`src/rtl/wbc_pkg.sv`:
```
// Shared definitions for the power-up / bus-init sequencer and the reset generator.
// Holds the sequencer state encoding and width helpers.
package wbc_pkg;

  typedef enum logic [2:0] {
    SEQ_HOLD   = 3'd0,
    SEQ_DEV    = 3'd1,
    SEQ_ACLO   = 3'd2,
    SEQ_RUN    = 3'd3,
    SEQ_SWINIT = 3'd4
  } seq_state_e;

  // Ceiling log2 with a floor of 1 bit, so a 0- or 1-valued range still gets a real vector.
  function automatic int unsigned log2(input int unsigned value);
    int unsigned w;
    w = 1;
    while ((w < 32) && ((64'd1 << w) < 64'(value))) begin
      w++;
    end
    return w;
  endfunction

  function automatic int unsigned max3(input int unsigned a, input int unsigned b,
                                       input int unsigned c);
    int unsigned m;
    m = a;
    if (b > m) m = b;
    if (c > m) m = c;
    return m;
  endfunction

endpackage

```
`src/rtl/wbc_seq_timer.sv`:
```
// Loadable down-counter with a terminal-count flag; holds at zero until reloaded.
module wbc_seq_timer #(
  parameter int unsigned Width = 4
) (
  input  logic             clk_i,
  input  logic             rst_i,
  input  logic             load_i,
  input  logic [Width-1:0] load_val_i,
  output logic             tc_o
);

  logic [Width-1:0] count_q, count_d;

  always_comb begin
    count_d = count_q;
    if (load_i) begin
      count_d = load_val_i;
    end else if (count_q != '0) begin
      count_d = count_q - 1'b1;
    end
  end

  always_ff @(posedge clk_i) begin
    if (rst_i) begin
      count_q <= '0;
    end else begin
      count_q <= count_d;
    end
  end

  assign tc_o = (count_q == '0);

endmodule

```
`src/rtl/wbc_init_seq.sv`:
```
// Power-up sequencer: releases device resets one at a time behind DCLO, then drops ACLO,
// and stretches CPU RESET instructions into fixed-width bus INIT pulses.
module wbc_init_seq
  import wbc_pkg::*;
#(
  parameter int unsigned NDEV          = 4,
  parameter int unsigned READY_TIMEOUT = 1023,
  parameter int unsigned ACLO_DELAY    = 7,    // must be >= 1
  parameter int unsigned INIT_WIDTH    = 16    // must be >= 1
) (
  input  logic            sys_clk,
  input  logic            sys_rst,
  input  logic            dclo_in,
  input  logic            cpu_reset_req,
  input  logic [NDEV-1:0] dev_ready,
  output logic [NDEV-1:0] dev_rst,
  output logic            sys_aclo,
  output logic            bus_init,
  output logic            seq_busy,
  output logic [NDEV-1:0] seq_fault
);

  localparam int unsigned MaxCount = max3(READY_TIMEOUT, ACLO_DELAY, INIT_WIDTH);
  localparam int unsigned CntW     = log2(MaxCount + 1);
  localparam int unsigned IdxW     = log2(NDEV);

  localparam logic [CntW-1:0] LdTimeout = CntW'(READY_TIMEOUT);
  localparam logic [CntW-1:0] LdAclo    = CntW'(ACLO_DELAY - 1);
  localparam logic [CntW-1:0] LdInit    = CntW'(INIT_WIDTH - 1);
  localparam logic [IdxW-1:0] LastIdx   = IdxW'(NDEV - 1);

  seq_state_e      state_q, state_d;
  logic [IdxW-1:0] idx_q, idx_d;
  logic [NDEV-1:0] fault_q, fault_d;
  logic [NDEV-1:0] dev_rst_q, dev_rst_d;
  logic            aclo_q, aclo_d;
  logic            init_q, init_d;
  logic            busy_q, busy_d;

  logic            tmr_load;
  logic [CntW-1:0] tmr_val;
  logic            tmr_tc;

  // One timer serves all three intervals; they never overlap by state.
  wbc_seq_timer #(
    .Width (CntW)
  ) u_timer (
    .clk_i      (sys_clk),
    .rst_i      (sys_rst),
    .load_i     (tmr_load),
    .load_val_i (tmr_val),
    .tc_o       (tmr_tc)
  );

  always_comb begin
    state_d  = state_q;
    idx_d    = idx_q;
    fault_d  = fault_q;
    tmr_load = 1'b0;
    tmr_val  = LdTimeout;

    case (state_q)
      SEQ_HOLD: begin
        idx_d   = '0;
        fault_d = '0;
        if (!dclo_in) begin
          state_d  = SEQ_DEV;
          tmr_load = 1'b1;
          tmr_val  = LdTimeout;
        end
      end
      SEQ_DEV: begin
        // Ready wins a tie with the timeout, so the fault only sets without ready.
        if (dev_ready[idx_q] || tmr_tc) begin
          if (!dev_ready[idx_q]) fault_d[idx_q] = 1'b1;
          tmr_load = 1'b1;
          if (idx_q == LastIdx) begin
            state_d = SEQ_ACLO;
            tmr_val = LdAclo;
          end else begin
            idx_d   = idx_q + 1'b1;
            tmr_val = LdTimeout;
          end
        end
      end
      SEQ_ACLO: begin
        if (tmr_tc) state_d = SEQ_RUN;
      end
      SEQ_RUN: begin
        if (cpu_reset_req) begin
          state_d  = SEQ_SWINIT;
          tmr_load = 1'b1;
          tmr_val  = LdInit;
        end
      end
      SEQ_SWINIT: begin
        if (tmr_tc) state_d = SEQ_RUN;
      end
      default: state_d = SEQ_HOLD;
    endcase

    if (dclo_in) begin
      state_d = SEQ_HOLD;
      idx_d   = '0;
      fault_d = '0;
    end
  end

  // Outputs are decoded from the next state so every output is a flop.
  always_comb begin
    dev_rst_d = '0;
    aclo_d    = 1'b0;
    init_d    = 1'b0;
    busy_d    = 1'b1;

    case (state_d)
      SEQ_HOLD: begin
        dev_rst_d = '1;
        aclo_d    = 1'b1;
        init_d    = 1'b1;
      end
      SEQ_DEV: begin
        for (int i = 0; i < int'(NDEV); i++) begin
          dev_rst_d[i] = (i > int'(idx_d));
        end
        aclo_d = 1'b1;
        init_d = 1'b1;
      end
      SEQ_ACLO: begin
        aclo_d = 1'b1;
        init_d = 1'b1;
      end
      SEQ_RUN: begin
        busy_d = 1'b0;
      end
      SEQ_SWINIT: begin
        init_d = 1'b1;
      end
      default: begin
        dev_rst_d = '1;
        aclo_d    = 1'b1;
        init_d    = 1'b1;
      end
    endcase
  end

  always_ff @(posedge sys_clk) begin
    if (sys_rst) begin
      state_q   <= SEQ_HOLD;
      idx_q     <= '0;
      fault_q   <= '0;
      dev_rst_q <= '1;
      aclo_q    <= 1'b1;
      init_q    <= 1'b1;
      busy_q    <= 1'b1;
    end else begin
      state_q   <= state_d;
      idx_q     <= idx_d;
      fault_q   <= fault_d;
      dev_rst_q <= dev_rst_d;
      aclo_q    <= aclo_d;
      init_q    <= init_d;
      busy_q    <= busy_d;
    end
  end

  assign dev_rst   = dev_rst_q;
  assign sys_aclo  = aclo_q;
  assign bus_init  = init_q;
  assign seq_busy  = busy_q;
  assign seq_fault = fault_q;

endmodule

```
`config.mk`:
```
export PLATFORM = sky130hd
export DESIGN_NAME = wbc_init_seq
export DESIGN_NICKNAME = d
export VERILOG_FILES = /design/src/rtl/wbc_pkg.sv /design/src/rtl/wbc_seq_timer.sv /design/src/rtl/wbc_init_seq.sv
export SDC_FILE = /design/constraint.sdc
export NUM_CORES = 1
export LEC_CHECK = 0
export ABC_AREA = 1
export BUFFER_PORTS_ARGS = -buffer_cell sky130_fd_sc_hd__buf_2
export CAP_MARGIN = 20
export CORE_MARGIN = 2
export CORE_UTILIZATION = 55
export CTS_BUF_LIST = sky130_fd_sc_hd__clkbuf_16
export CTS_CLUSTER_DIAMETER = 30
export CTS_CLUSTER_SIZE = 8
export DETAILED_ROUTE_END_ITERATION = 12
export MAX_ROUTING_LAYER = met4
export PLACE_DENSITY = 0.77
export SYNTH_ARGS = -nofsm -noshare
export SYNTH_HDL_FRONTEND = slang
export SYNTH_SLANG_ARGS = --single-unit
```
`constraint.sdc`:
```
create_clock -name sys_clk -period 2.35 [get_ports sys_clk]
set_input_delay 0.235 -clock sys_clk [delete_from_list [all_inputs] [get_ports sys_clk]]
set_output_delay 0.235 -clock sys_clk [all_outputs]
set_load 0.01 [all_outputs]
```
# ---- Yosys cells after proc, flatten, opt, wreduce, memory -nomap -nowiden
# Cells that the tools add are included.
dict set report word_totals {
  wordCells 68
  ram_bits 0
  mem_bits_ro 0
  mem_count 0
  output_inout_bits 11
  reg_bits 25
  latch_bits 0
}
dict set report op_classes {
  bitwise 1
  n_mux 30
  shifts 0
  div 0
  reduce_logical 12
  order_cmp 5
  add_sub_neg 2
  eq_ne 11
  mul 0
}
# operator count
set op_table {}
lappend op_table {{$mux W10} 5}
lappend op_table {{$pmux W10 S2} 1}
lappend op_table {{$pmux W4 S2} 2}
lappend op_table {{$mux W3} 5}
lappend op_table {{$eq A3 B2 Y1 const B} 4}
lappend op_table {{$pmux W3 S4} 1}
lappend op_table {{$logic_not A10 Y1} 1}
lappend op_table {{$reduce_bool A10 Y1} 1}
lappend op_table {{$sub A10 B1 Y10 const B} 1}
lappend op_table {{$mux W4} 2}
lappend op_table {{$mux W1} 7}
lappend op_table {{$eq A3 B1 Y1 const B} 2}
lappend op_table {{$eq A3 B3 Y1 const B} 2}
lappend op_table {{$mux W2} 3}
lappend op_table {{$reduce_or A2 Y1} 3}
lappend op_table {{$gt A2 B2 Y1 const A} 2}
lappend op_table {{$ne A2 B2 Y1 const B} 2}
lappend op_table {{$or A4 B4 Y4} 1}
lappend op_table {{$pmux W2 S2} 1}
lappend op_table {{$reduce_bool A2 Y1} 2}
lappend op_table {{$logic_not A3 Y1} 1}
lappend op_table {{$lt A2 B3 Y1 const B} 1}
lappend op_table {{$pmux W1 S3} 1}
lappend op_table {{$reduce_and A3 Y1} 1}
lappend op_table {{9 further kinds} 9}

# ---- Logic depth before layout (Yosys ltp)
dict set report logic_depth {
  ltp_word 9
  mapped_depth 12
  depth_no_buf 12
}

# ---- Modules after synthesis
# Synthesis repeated with hierarchy kept, for this count alone.
dict set report hier_totals {
  hier_cells 247
  area_unflattened_um2 1566.5
}
# mod area_per_inst_um2 instances seq_area_each_um2 cells_each
set by_module_without_submodules {}
lappend by_module_without_submodules {wbc_init_seq 849.6 1 300.3 125}
lappend by_module_without_submodules {wbc_seq_timer 716.9 1 200.2 122}

# ---- Worst setup path before layout
# OpenSTA, ideal clock, no wires.
dict set report synth_path {
  path_kind {register to register}
  start {reg u_timer.count_q[0]}
  end {reg aclo_q, in the netlist sys_aclo}
  path_slack_ps 840
  arrival_ps 1392
  path_stages_with_launch 12
  required_ps 2232
  cell_sequence {dfxtp_1 inv_1 ha_1 nand2_2 nor2_4 nand2_4 inv_2 o21ai_1 nand3_2 nand3_1 nand2_1 nand2_1}
}
dict set report synth_via {
  elab_chain_len 8
}
# item line
set synth_rtl {}
lappend synth_rtl {{from (decl)} wbc_seq_timer.sv:12} ;# logic [Width-1:0] count_q, count_d;
lappend synth_rtl {{from (signal assigned)} wbc_seq_timer.sv:27} ;# count_q <= count_d;
lappend synth_rtl {{$logic_not A10 Y1 *} wbc_seq_timer.sv:31} ;# assign tc_o = (count_q == '0);
lappend synth_rtl {{$logic_or A1 B1 Y1} wbc_init_seq.sv:74} ;# if (dev_ready[idx_q] || tmr_tc) begin
lappend synth_rtl {{$mux W3} wbc_init_seq.sv:74}
lappend synth_rtl {{$pmux W3 S4 *} wbc_init_seq.sv:62} ;# case (state_q)
lappend synth_rtl {{$mux W3 *} wbc_init_seq.sv:102} ;# if (dclo_in) begin
lappend synth_rtl {{$eq A3 B2 Y1 or $eq A3 B3 Y1 (tied branches)} wbc_init_seq.sv:116} ;# case (state_d)
lappend synth_rtl {{$reduce_or A2 Y1 (no line) *} n/a}
lappend synth_rtl {{$mux W1 *} wbc_init_seq.sv:116}
lappend synth_rtl {{to (signal assigned)} wbc_init_seq.sv:161} ;# aclo_q <= aclo_d;
lappend synth_rtl {{to (decl)} wbc_init_seq.sv:36} ;# logic aclo_q, aclo_d;
# Every way passes the cells marked *; elsewhere a longest branch is shown, timed or not.
# A chain may end at the register's enable or synchronous reset.

# ---- Worst setup path in the final report
# Ends and elaborated chain as after synthesis.

==> flow_metrics.py <==
metrics = {
    "synth": {
        "synth_mux_area_frac": 0,
        "ys_warn_count": 0,
        "ys_seq_elements": 25,
        "ys_types": 29,
        "synth_xor_xnor_area_share": 0.0319,
        "ys_seq_area_frac": 0.365,
        "synth-adder-area-share": 0.00912,
        "postSynthAreaPerCell_um2": 7.41,
        "syn-cell-area_mm2": 0.00137,
        "synth_compound_area_frac": 0.116,
        "synthCells": 185,
        "synthSimpleGateAreaFrac": 0.380,
        "synth_top_family_by_area": "simple AND/OR/NAND/NOR gates",
        "synth_nets": 194,
    },
    "timing": {
        "slew_headroom": 0.811,
        "hold_viol_final": 0,
        "setup_viol": 0,
        "post-route-min-period_ns": 1.71,
        "skew_ns": 0.00125,
        "grt_setup_unrepaired": "no",
        "tns_ns": 0,
        "min_period_over_period": 0.729,
        "clock.fmax_mhz": 584,
        "drv_slew": 0,
        "tightestPinTransition_ns": 0.282,
    },
    "cells_and_area": {
        "diodes": 0,
        "nets": 214,
        "drive_above_1_share": 0.235,
        "fin_area_mm2": 0.00155,
        "post-route-util": 0.642,
        "areaGrowthSynthToFinish_pct": 12.9,
    },
    "cts": {
        "clock_path_buffers": 2,
        "htree_levels": 1,
        "cts_tree": "done",
        "clk_pin_slew_ns": 0.06,
        "post-cts-setup-buffers": 0,
        "insertion_delay_ns": 0.26,
        "cts_sinks": 25,
        "cts-root-buf": "clkbuf_16",
        "cts_resized": 0,
        "cts_made_buffers": 3,
        "postCtsHoldBufs": 0,
    },
    "power": {
        "ir_drop_v": 0.000476,
        "power.share.clock": 0.357,
        "power.switching_uw": 296,
        "swShare": 0.281,
        "intPower_uw": 755,
        "p_per_area_mw_per_mm2": 679,
        "comb_power_share": 0.193,
        "seq_power_share": 0.450,
        "p_leak_nw": 0.739,
    },
    "global_route": {
        "grt_pass1_wl_um": 4550,
        "grtUsageMet3": 0.0333,
        "grt_max_degree": 14,
        "antenna_found_initial": 0,
        "overflow": 0,
        "grtUsageMet1": 0.264,
        "grt_busiest_layer": "met2",
        "grt_pass1_vias": 1105,
        "met2_usage": 0.374,
        "grtUsageTotal": 0.220,
    },
    "placed_design": {
        "portBuffers": 18,
        "place_congestion": 0.897,
        "place_area_mm2": 0.00147,
        "dp_hpwl_um": 2040,
    },
    "detailed_routing": {
        "wire_per_inst_um": 11.1,
        "drt_first_pass_iters": 4,
        "vias_per_cell": 5.00,
        "final_antenna_net_count": 0,
        "vias": 1170,
        "wl_um": 2610,
        "drt-initial-drc-count": 13,
        "drc": 0,
    },
    "critical_path": {
        "crit_path_end": "sys_aclo$_SDFF_PP1_",
        "r2r-start": "u_timer.count_q[0]$_SDFFE_PP0P_",
        "r2r_slack_ns": 0.64,
        "startpoint": "u_timer.count_q[0]$_SDFFE_PP0P_",
        "cp-end-kind": "flop",
        "start_kind": "flop",
        "r2r-end": "sys_aclo$_SDFF_PP1_",
        "cp.arrival_ns": 1.86,
        "worstPathRequired_ns": 2.50,
        "worstPathMaxFanout": 7,
        "worstRegToRegCells": 11,
        "path_class": "flop to flop",
    },
    "status": {
        "status": "finished, final reports clean",
    },
    "die": {
        "coreArea_mm2": 0.00241,
        "rows": 18,
        "ios": 19,
        "die_h_um": 53.9,
        "die_x_um": 53.9,
        "start_util": 0.569,
        "dieArea_mm2": 0.00291,
    },
    "min_path": {
        "hp-class": "input pin to flop",
    },
    "flow_run": {
        "max-cap-violations": 0,
    },
}
==> power by group through the flow <==
| stage | Sequential (mW) | Clock [mW] | Combinational (mW) |
|---|---|---|---|
| 6_report | 0.473 | 0.375 | 0.203 |
| 5_1_grt | 0.476 | 0.395 | 0.229 |
| 4_1_cts | 0.473 | 0.380 | 0.203 |
| 3_5_place_dp | 0.482 | 0 | 0.201 |
| 3_3_place_gp | 0.481 | 0 | 0.197 |
| 2_1_floorplan | 0.481 | 0 | 0.163 |
==> kinds of logic after synthesis <==
group                    Yosys count
adder cells (fa/ha/maj)            1
flip-flops                        25
buffers and inverters             29
XOR/XNOR                           5
AND/OR/NAND/NOR                   97
AO/OA/AOI/OAI                     28
==> sequential cells by signal, summed over array words and instances, names as in the netlist <==
signal / count
sys_aclo: 1
seq_busy: 1
seq_fault: 4
dev_rst: 4
idx_q: 2
u_timer.count_q: 10
state_q: 3
==> worst max-delay path, cell delays in order, from the launching register on <==
cell	delay, ns
dfxtp_1	0.31
inv_1	0.11
ha_1	0.22
nand2_2	0.10
nor2_4	0.15
nand2_4	0.10
inv_2	0.17
o21ai_1	0.10
nand3_2	0.13
nand3_1	0.09
nand2_1	0.07
nand2_1	0.04
==> placed cells by master (no fill, tap or decap), types with 2 or more instances in the layout <==
cell	instances
nand2_1	49
dfxtp_1	25
inv_1	24
buf_2	18
nor2_1	16
a21oi_1	11
nand3_1	10
o21ai_0	8
nand2_2	5
nor2_2	4
nand2_4	4
xor2_1	4
nand3_2	3
a31oi_1	3
clkbuf_16	3
nor2_4	2
inv_2	2
nand2_8	2
==> layout make-up <==
type | count | area [um^2]
inverters | 26 | 105
fillers | 206 | 862
clock buffers | 3 | 75.1
well taps | 30 | 37.5
repair buffers | 18 | 90.1
multi-input cells | 131 | 736
flip-flops and latches | 25 | 500
clock inverters | 1 | 3.75
==> layer usage <==
metal	vias to the layer above	wire, um
li1	619	-
met1	520	1220
met2	27	1250
met3	4	111
met4	0	29
met5	-	0
==> through the flow <==
stage | hold WS (ns) | cells | setup slack (ns) | power (mW)
after floorplan | 0.379 | 185 | 0.840 | 0.644
after global placement | 0.436 | 230 | 0.755 | 0.678
after detailed placement | 0.439 | 230 | 0.678 | 0.683
after CTS | 0.258 | 234 | 0.641 | 1.06
after global routing | 0.274 | 234 | 0.470 | 1.10
final | 0.255 | 234 | 0.637 | 1.05
==> cell usage after synthesis, drive strengths merged <==
master | instances | area [um^2]
inv | 26 | 105
o21bai | 1 | 7.51
a21boi | 1 | 7.51
dfxtp | 25 | 500
o21ai | 10 | 53.8
nand2 | 60 | 300
xnor2 | 1 | 8.76
buf | 3 | 30.0
a21oi | 12 | 63.8
xor2 | 4 | 35.0
nand3 | 13 | 80.1
nand4 | 1 | 12.5
a31oi | 3 | 18.8
ha | 1 | 12.5
o211ai | 1 | 7.51
nor2 | 23 | 128
==> worst min path at each step <==
stage	from	endpoint	depth (start not counted)
2_1_floorplan	dclo_in	dev_rst[0]$_SDFF_PP1_	2
3_3_place_gp	seq_fault[0]$_SDFFE_PP0P_	seq_fault[0]$_SDFFE_PP0P_	2
3_5_place_dp	seq_fault[2]$_SDFFE_PP0P_	seq_fault[2]$_SDFFE_PP0P_	2
4_1_cts	sys_rst	state_q[1]$_SDFF_PP0_	2
5_1_grt	sys_rst	idx_q[0]$_SDFF_PP0_	2
6_report	sys_rst	state_q[1]$_SDFF_PP0_	2
Note: power is estimated with default switching activity, not from simulation.
